==> config.mk <==
export PLATFORM = sky130hd
export DESIGN_NAME = cic3_conv_ctrl
export DESIGN_NICKNAME = d
export VERILOG_FILES = /design/src/rtl/cic3_ctrl_pkg.sv /design/src/rtl/cic3_conv_ctrl.sv
export SDC_FILE = /design/constraint.sdc
export NUM_CORES = 1
export LEC_CHECK = 0
export CORE_ASPECT_RATIO = 0.5
export CORE_MARGIN = 2
export CORE_UTILIZATION = 55
export CTS_CLUSTER_SIZE = 24
export DETAILED_ROUTE_END_ITERATION = 8
export MAX_ROUTING_LAYER = met4
export PLACE_DENSITY = 0.88
export SLEW_MARGIN = 20
export SYNTH_ARGS = -nofsm -noshare
export SYNTH_HDL_FRONTEND = slang
export SYNTH_SLANG_ARGS = --single-unit
==> constraint.sdc <==
create_clock -name clk -period 2.85 [get_ports clk]
set_clock_uncertainty 0.2 [all_clocks]
set_input_delay 0.57 -clock clk [delete_from_list [all_inputs] [get_ports clk]]
set_output_delay 0.57 -clock clk [all_outputs]
set_load 0.005 [all_outputs]
==> src/rtl/cic3_ctrl_pkg.sv <==
// Shared types and helpers for the CIC3 conversion sequencer.
package cic3_ctrl_pkg;

  typedef enum logic [1:0] {
    IDLE   = 2'd0,
    SETTLE = 2'd1,
    ACQ    = 2'd2
  } ctrl_state_e;

  // Accumulator holds 2^avg_log2 full-scale samples without overflow.
  function automatic int acc_width(input int numbits, input int avg_log2);
    return numbits + avg_log2;
  endfunction

endpackage

==> src/rtl/cic3_conv_ctrl.sv <==
// Conversion sequencer for the CIC3 decimator: releases the filter, discards
// settling outputs, averages 2^AVG_LOG2 decimated samples, hands off via valid/ready.
module cic3_conv_ctrl
  import cic3_ctrl_pkg::*;
#(
  parameter int DECIMATION_FACTOR = 256,
  parameter int CLOCK_WIDTH       = $clog2(DECIMATION_FACTOR),
  parameter int NUMBITS           = 3*CLOCK_WIDTH+1,
  parameter int SETTLE_SAMPLES    = 4,
  parameter int AVG_LOG2          = 2
) (
  input  logic               clk,
  input  logic               reset_n,
  input  logic               start,
  input  logic               continuous,
  input  logic               abort,
  input  logic [NUMBITS-1:0] cic_out,
  output logic               cic_rst_n,
  output logic               mod_en,
  output logic [NUMBITS-1:0] result,
  output logic               result_valid,
  input  logic               result_ready,
  output logic               busy,
  output logic               overrun
);

  localparam int ACC_W   = acc_width(NUMBITS, AVG_LOG2);
  localparam int AVG_N   = 1 << AVG_LOG2;
  localparam int CNT_MAX = (SETTLE_SAMPLES > AVG_N - 1) ? SETTLE_SAMPLES : AVG_N - 1;
  localparam int CNT_W   = $clog2(CNT_MAX + 1);

  localparam logic [CLOCK_WIDTH-1:0] TICK_PH     = CLOCK_WIDTH'(DECIMATION_FACTOR/2 - 1);
  localparam logic [CNT_W-1:0]       SETTLE_LAST = CNT_W'(SETTLE_SAMPLES);
  localparam logic [CNT_W-1:0]       ACQ_LAST    = CNT_W'(AVG_N - 1);

  ctrl_state_e              state_q, state_d;
  logic [CLOCK_WIDTH-1:0]   phase_q, phase_d;
  logic [CNT_W-1:0]         cnt_q, cnt_d;
  logic [ACC_W-1:0]         acc_q, acc_d;
  logic                     mode_q, mode_d;
  logic [NUMBITS-1:0]       result_q, result_d;
  logic                     valid_q, valid_d;
  logic                     overrun_q, overrun_d;
  logic                     cic_rst_n_q, cic_rst_n_d;
  logic                     mod_en_q, mod_en_d;

  logic                     tick;
  logic                     done;
  logic                     accept;
  logic [ACC_W-1:0]         acc_sum;

  always_comb begin
    state_d   = state_q;
    phase_d   = phase_q;
    cnt_d     = cnt_q;
    acc_d     = acc_q;
    mode_d    = mode_q;
    result_d  = result_q;
    valid_d   = valid_q;
    overrun_d = overrun_q;
    done      = 1'b0;
    tick      = (phase_q == TICK_PH);
    accept    = valid_q & result_ready;
    acc_sum   = acc_q + ACC_W'(cic_out);

    // The tick half a period after release precedes the filter's first output
    // update, so SETTLE counts SETTLE_SAMPLES+1 ticks before acquiring.
    case (state_q)
      IDLE: begin
        if (start && !abort) begin
          state_d   = SETTLE;
          mode_d    = continuous;
          overrun_d = 1'b0;
        end
      end
      SETTLE: begin
        phase_d = phase_q + CLOCK_WIDTH'(1);
        if (tick) begin
          if (cnt_q == SETTLE_LAST) begin
            state_d = ACQ;
            cnt_d   = '0;
          end else begin
            cnt_d = cnt_q + CNT_W'(1);
          end
        end
      end
      ACQ: begin
        phase_d = phase_q + CLOCK_WIDTH'(1);
        if (tick) begin
          if (cnt_q == ACQ_LAST) begin
            done  = 1'b1;
            acc_d = '0;
            cnt_d = '0;
            if (!mode_q) state_d = IDLE;
          end else begin
            acc_d = acc_sum;
            cnt_d = cnt_q + CNT_W'(1);
          end
        end
      end
      default: state_d = IDLE;
    endcase

    if (abort) begin
      state_d = IDLE;
      done    = 1'b0;
    end
    if (state_d == IDLE) begin
      phase_d = '0;
      cnt_d   = '0;
      acc_d   = '0;
    end

    // A completion may load together with an accept; otherwise it is dropped.
    if (done) begin
      if (!valid_q || accept) begin
        result_d = NUMBITS'(acc_sum >> AVG_LOG2);
        valid_d  = 1'b1;
      end else begin
        overrun_d = 1'b1;
      end
    end else if (accept) begin
      valid_d = 1'b0;
    end

    cic_rst_n_d = (state_d != IDLE);
    mod_en_d    = (state_d != IDLE);
  end

  always_ff @(posedge clk or negedge reset_n) begin
    if (!reset_n) begin
      state_q     <= IDLE;
      phase_q     <= '0;
      cnt_q       <= '0;
      acc_q       <= '0;
      mode_q      <= 1'b0;
      result_q    <= '0;
      valid_q     <= 1'b0;
      overrun_q   <= 1'b0;
      cic_rst_n_q <= 1'b0;
      mod_en_q    <= 1'b0;
    end else begin
      state_q     <= state_d;
      phase_q     <= phase_d;
      cnt_q       <= cnt_d;
      acc_q       <= acc_d;
      mode_q      <= mode_d;
      result_q    <= result_d;
      valid_q     <= valid_d;
      overrun_q   <= overrun_d;
      cic_rst_n_q <= cic_rst_n_d;
      mod_en_q    <= mod_en_d;
    end
  end

  assign cic_rst_n    = cic_rst_n_q;
  assign mod_en       = mod_en_q;
  assign result       = result_q;
  assign result_valid = valid_q;
  assign overrun      = overrun_q;
  assign busy         = (state_q != IDLE);

endmodule

==> results.py <==
metrics = {
    "status": {
        "status": "complete, but fails checks",
        "failed_checks": "design-rule violations, negative setup slack",
    },
    "power_and_ir_drop": {
        "swShare_pct": 26.02,
        "vdd_drop_max_mv": 0.3955,
        "seq_power_share_pct": 38.7,
        "clockPowerShare_pct": 46.5,
        "combPwrFrac_pct": 14.8,
        "power_density_nw_per_um2": 417.3,
        "power.total_mw": 2.655,
        "intPower_mw": 1.964,
        "p_leak_nw": 2.966,
        "power_switching_uw": 690.8,
    },
    "cts": {
        "cts.sinks": 69,
        "cts_max_level": 3,
        "cts_root_buffer": "clkbuf_16",
        "cts_tree": "done",
        "numCtsBuffers": 9,
        "cts_hold_buf": 0,
        "cts_buffer_depth": 2,
        "insertion_delay_ps": 350,
        "path_clk_slew_ps": 70,
    },
    "timing": {
        "fmax_mhz": 312.5,
        "hold_violations": 0,
        "setup_slack_ps": -349.8,
        "finalSetupViolations": 18,
        "finalSetupTns_ps": -2245,
        "drv_slew": 0,
        "slew_headroom_pct": 54.10,
        "period_needed_ps": 3200,
        "fin_crit_sh_pct": 112.3,
        "worst_pin_slew_ps": 688.5,
    },
    "synth": {
        "seq_area_frac_synth_pct": 40.95,
        "synth_area_per_cell_um2": 9.540,
        "async_reset_ff_share_pct": 100.0,
        "synth-edff-count": 0,
        "synthCells": 442,
        "synth_area_um2": 4217,
        "synthFlopType": "dfrtp_1",
        "yosys_warnings": 0,
        "synth_cell_type_count": 53,
        "ys_ff_latch": 69,
        "synth_fp_nets": 508,
    },
    "floorplanning": {
        "io_pins": 61,
        "die_y_um": 65.92,
        "core-area_um2": 7377,
        "rows": 22,
        "fp.dieW_um": 127.8,
        "die_area_um2": 8426,
        "initial_core_util_pct": 57.16,
    },
    "layout": {
        "final_cell_mix": "buf_4, dfrtp_1, nand2_1",
        "final_util_pct": 86.23,
        "antennaDiodeCount": 0,
        "syn2layout_area_growth_pct": 50.86,
        "fillers": 309,
        "layout.nets": 657,
        "final_common_cell": "buf_4",
        "layout-drive-gt1-share_pct": 31.71,
    },
    "detailed_routing": {
        "vias": 5026,
        "drc": 2,
        "route.antenna.remaining_nets": 0,
        "wirelength_mm": 18.63,
        "drtIter0Drc": 906,
        "viasPerCell": 7.263,
        "dr.pass1.iters": 9,
        "routedWlPerCell_um": 26.91,
    },
    "global_routing": {
        "antenna_found_initial": 0,
        "grt_pass1_vias": 4589,
        "grt_start_max_net_pins": 43,
        "grt_pass1_wl_mm": 23.59,
        "overflow": 0,
        "track_usage_pct": 38.32,
    },
    "placement": {
        "pre_cts_ws_ps": -527.7,
        "gp_congestion": 0.9400,
        "io_buffers": 60,
        "dp_hpwl_mm": 8.609,
    },
    "worst_setup_path": {
        "cp-end-kind": "flip-flop",
        "ff2ff_path_depth": 11,
        "rr_startpoint": "acc_q[10]$_DFFE_PN0P_",
        "arrival_ps": 3260,
        "cp.required_ps": 2910,
        "critPathLaunch": "acc_q[10]$_DFFE_PN0P_",
        "crit_path_start_kind": "flip-flop",
        "path_class": "reg2reg",
        "cp_max_fo": 4,
    },
    "min_path": {
        "hp-class": "in2async",
    },
    "run": {
        "cap_violations": 0,
    },
}
==> worst paths after layout <==
kind / end / slack (ps)
max: acc_q[25]$_DFFE_PN0P_ / -350
min: acc_q[8]$_DFFE_PN0P_ / 60
max reg2reg: acc_q[25]$_DFFE_PN0P_ / -350
min reg2reg: result[4]$_DFFE_PN0P_ / 290
max in group asynchronous: acc_q[22]$_DFFE_PN0P_ / 1710
min in group clk: result[4]$_DFFE_PN0P_ / 290
==> critical path, stage by stage, from the launching register on <==
cell	delay, ps
dfrtp_1	440
ha_4	320
buf_4	120
a21oi_1	90
buf_4	170
a21oi_1	420
nand2_1	210
a31oi_2	320
a211oi_2	140
buf_4	180
or3_1	350
o21ai_1	110
==> flip-flops by register name, summed over array words and instances (netlist names) <==
name          cells
cnt_q             3
acc_q            27
result           25
mod_en            1
state_q           2
overrun           1
phase_q           8
mode_q            1
result_valid      1
==> synth_stat cells (all sizes together) (2+ instances only) <==
| cell | n | area [um^2] |
|---|---|---|
| a2111oi | 2 | 36.29 |
| a211o | 3 | 26.28 |
| a211oi | 4 | 30.03 |
| a21boi | 2 | 15.01 |
| a21o | 4 | 30.03 |
| a21oi | 27 | 138.9 |
| a22o | 21 | 183.9 |
| a311oi | 2 | 17.52 |
| a31o | 2 | 17.52 |
| a31oi | 11 | 68.82 |
| and2 | 2 | 12.51 |
| and3 | 5 | 31.28 |
| buf | 6 | 31.28 |
| clkbuf | 13 | 48.80 |
| dfrtp | 69 | 1727 |
| ha | 34 | 425.4 |
| inv | 19 | 71.32 |
| mux2 | 13 | 146.4 |
| mux2i | 2 | 20.02 |
| nand2 | 60 | 225.2 |
| nand2b | 4 | 25.02 |
| nand3 | 9 | 45.04 |
| nand4 | 7 | 50.05 |
| nor2 | 29 | 111.4 |
| nor2b | 3 | 18.77 |
| nor3 | 4 | 25.02 |
| o211ai | 8 | 60.06 |
| o21a | 5 | 37.54 |
| o21ai | 24 | 120.1 |
| o31ai | 2 | 15.01 |
| or3 | 4 | 30.03 |
| xnor2 | 19 | 166.4 |
| xor2 | 11 | 96.34 |
==> power groups by stage <==
stage	Sequential [mW]	Clock (mW)	Combinational, mW
floorplan	1.04	0	0.127
global placement	1.04	0	0.316
detailed placement	1.04	0	0.325
CTS	1.02	1.21	0.336
global route	1.03	1.28	0.411
finish	1.03	1.23	0.394
==> metal layers <==
layer | vias up | share of wire (%) | GRT usage, %
met5 | - | 0 | -
met4 | 0 | 9.8 | 25.14
met3 | 259 | 14 | 12.86
met2 | 539 | 42 | 60.49
met1 | 2336 | 35 | 42.43
li1 | 1892 | - | -
==> cell families (layout without fill, tap and decap cells) <==
logic type	after synthesis	count (layout)	share of synthesized area (%)
buf+inv	38	192	3.591
compound gates	125	125	20.59
simple gates	130	130	14.12
xor+xnor	30	30	6.231
fa+ha+maj	35	35	10.56
mux	15	15	3.947
flops	69	69	40.95
==> area by class of cell <==
type                            instances  area [um^2]  area share (%)
Multi-Input combinational cell        335         2719           42.74
Inverter                               19        71.32           1.121
Clock inverter                          6        87.58           1.377
Sequential cell                        69         1727           27.14
Timing Repair Buffer                  157         1408           22.13
Tap cell                               96        120.1           1.888
Clock buffer                           10        229.0           3.600
==> timing repair <==
action | CTS | global route
setup endpoints to repair | 27 | 47
buffers inserted | 3 | 13
pin swaps | 13 | 30
resized for setup | 28 | 60
gates cloned | 1 | 0
==> stage by stage <==
stage	hold WS, ps	cell area (um^2)	cells
floorplan	74.41	4217	442
global placement	251.1	5490	659
detailed placement	267.4	5490	659
CTS	84.75	5983	679
global route	105.4	6361	692
finish	62.14	6361	692
No activity file was read; power rests on OpenSTA's default activity.
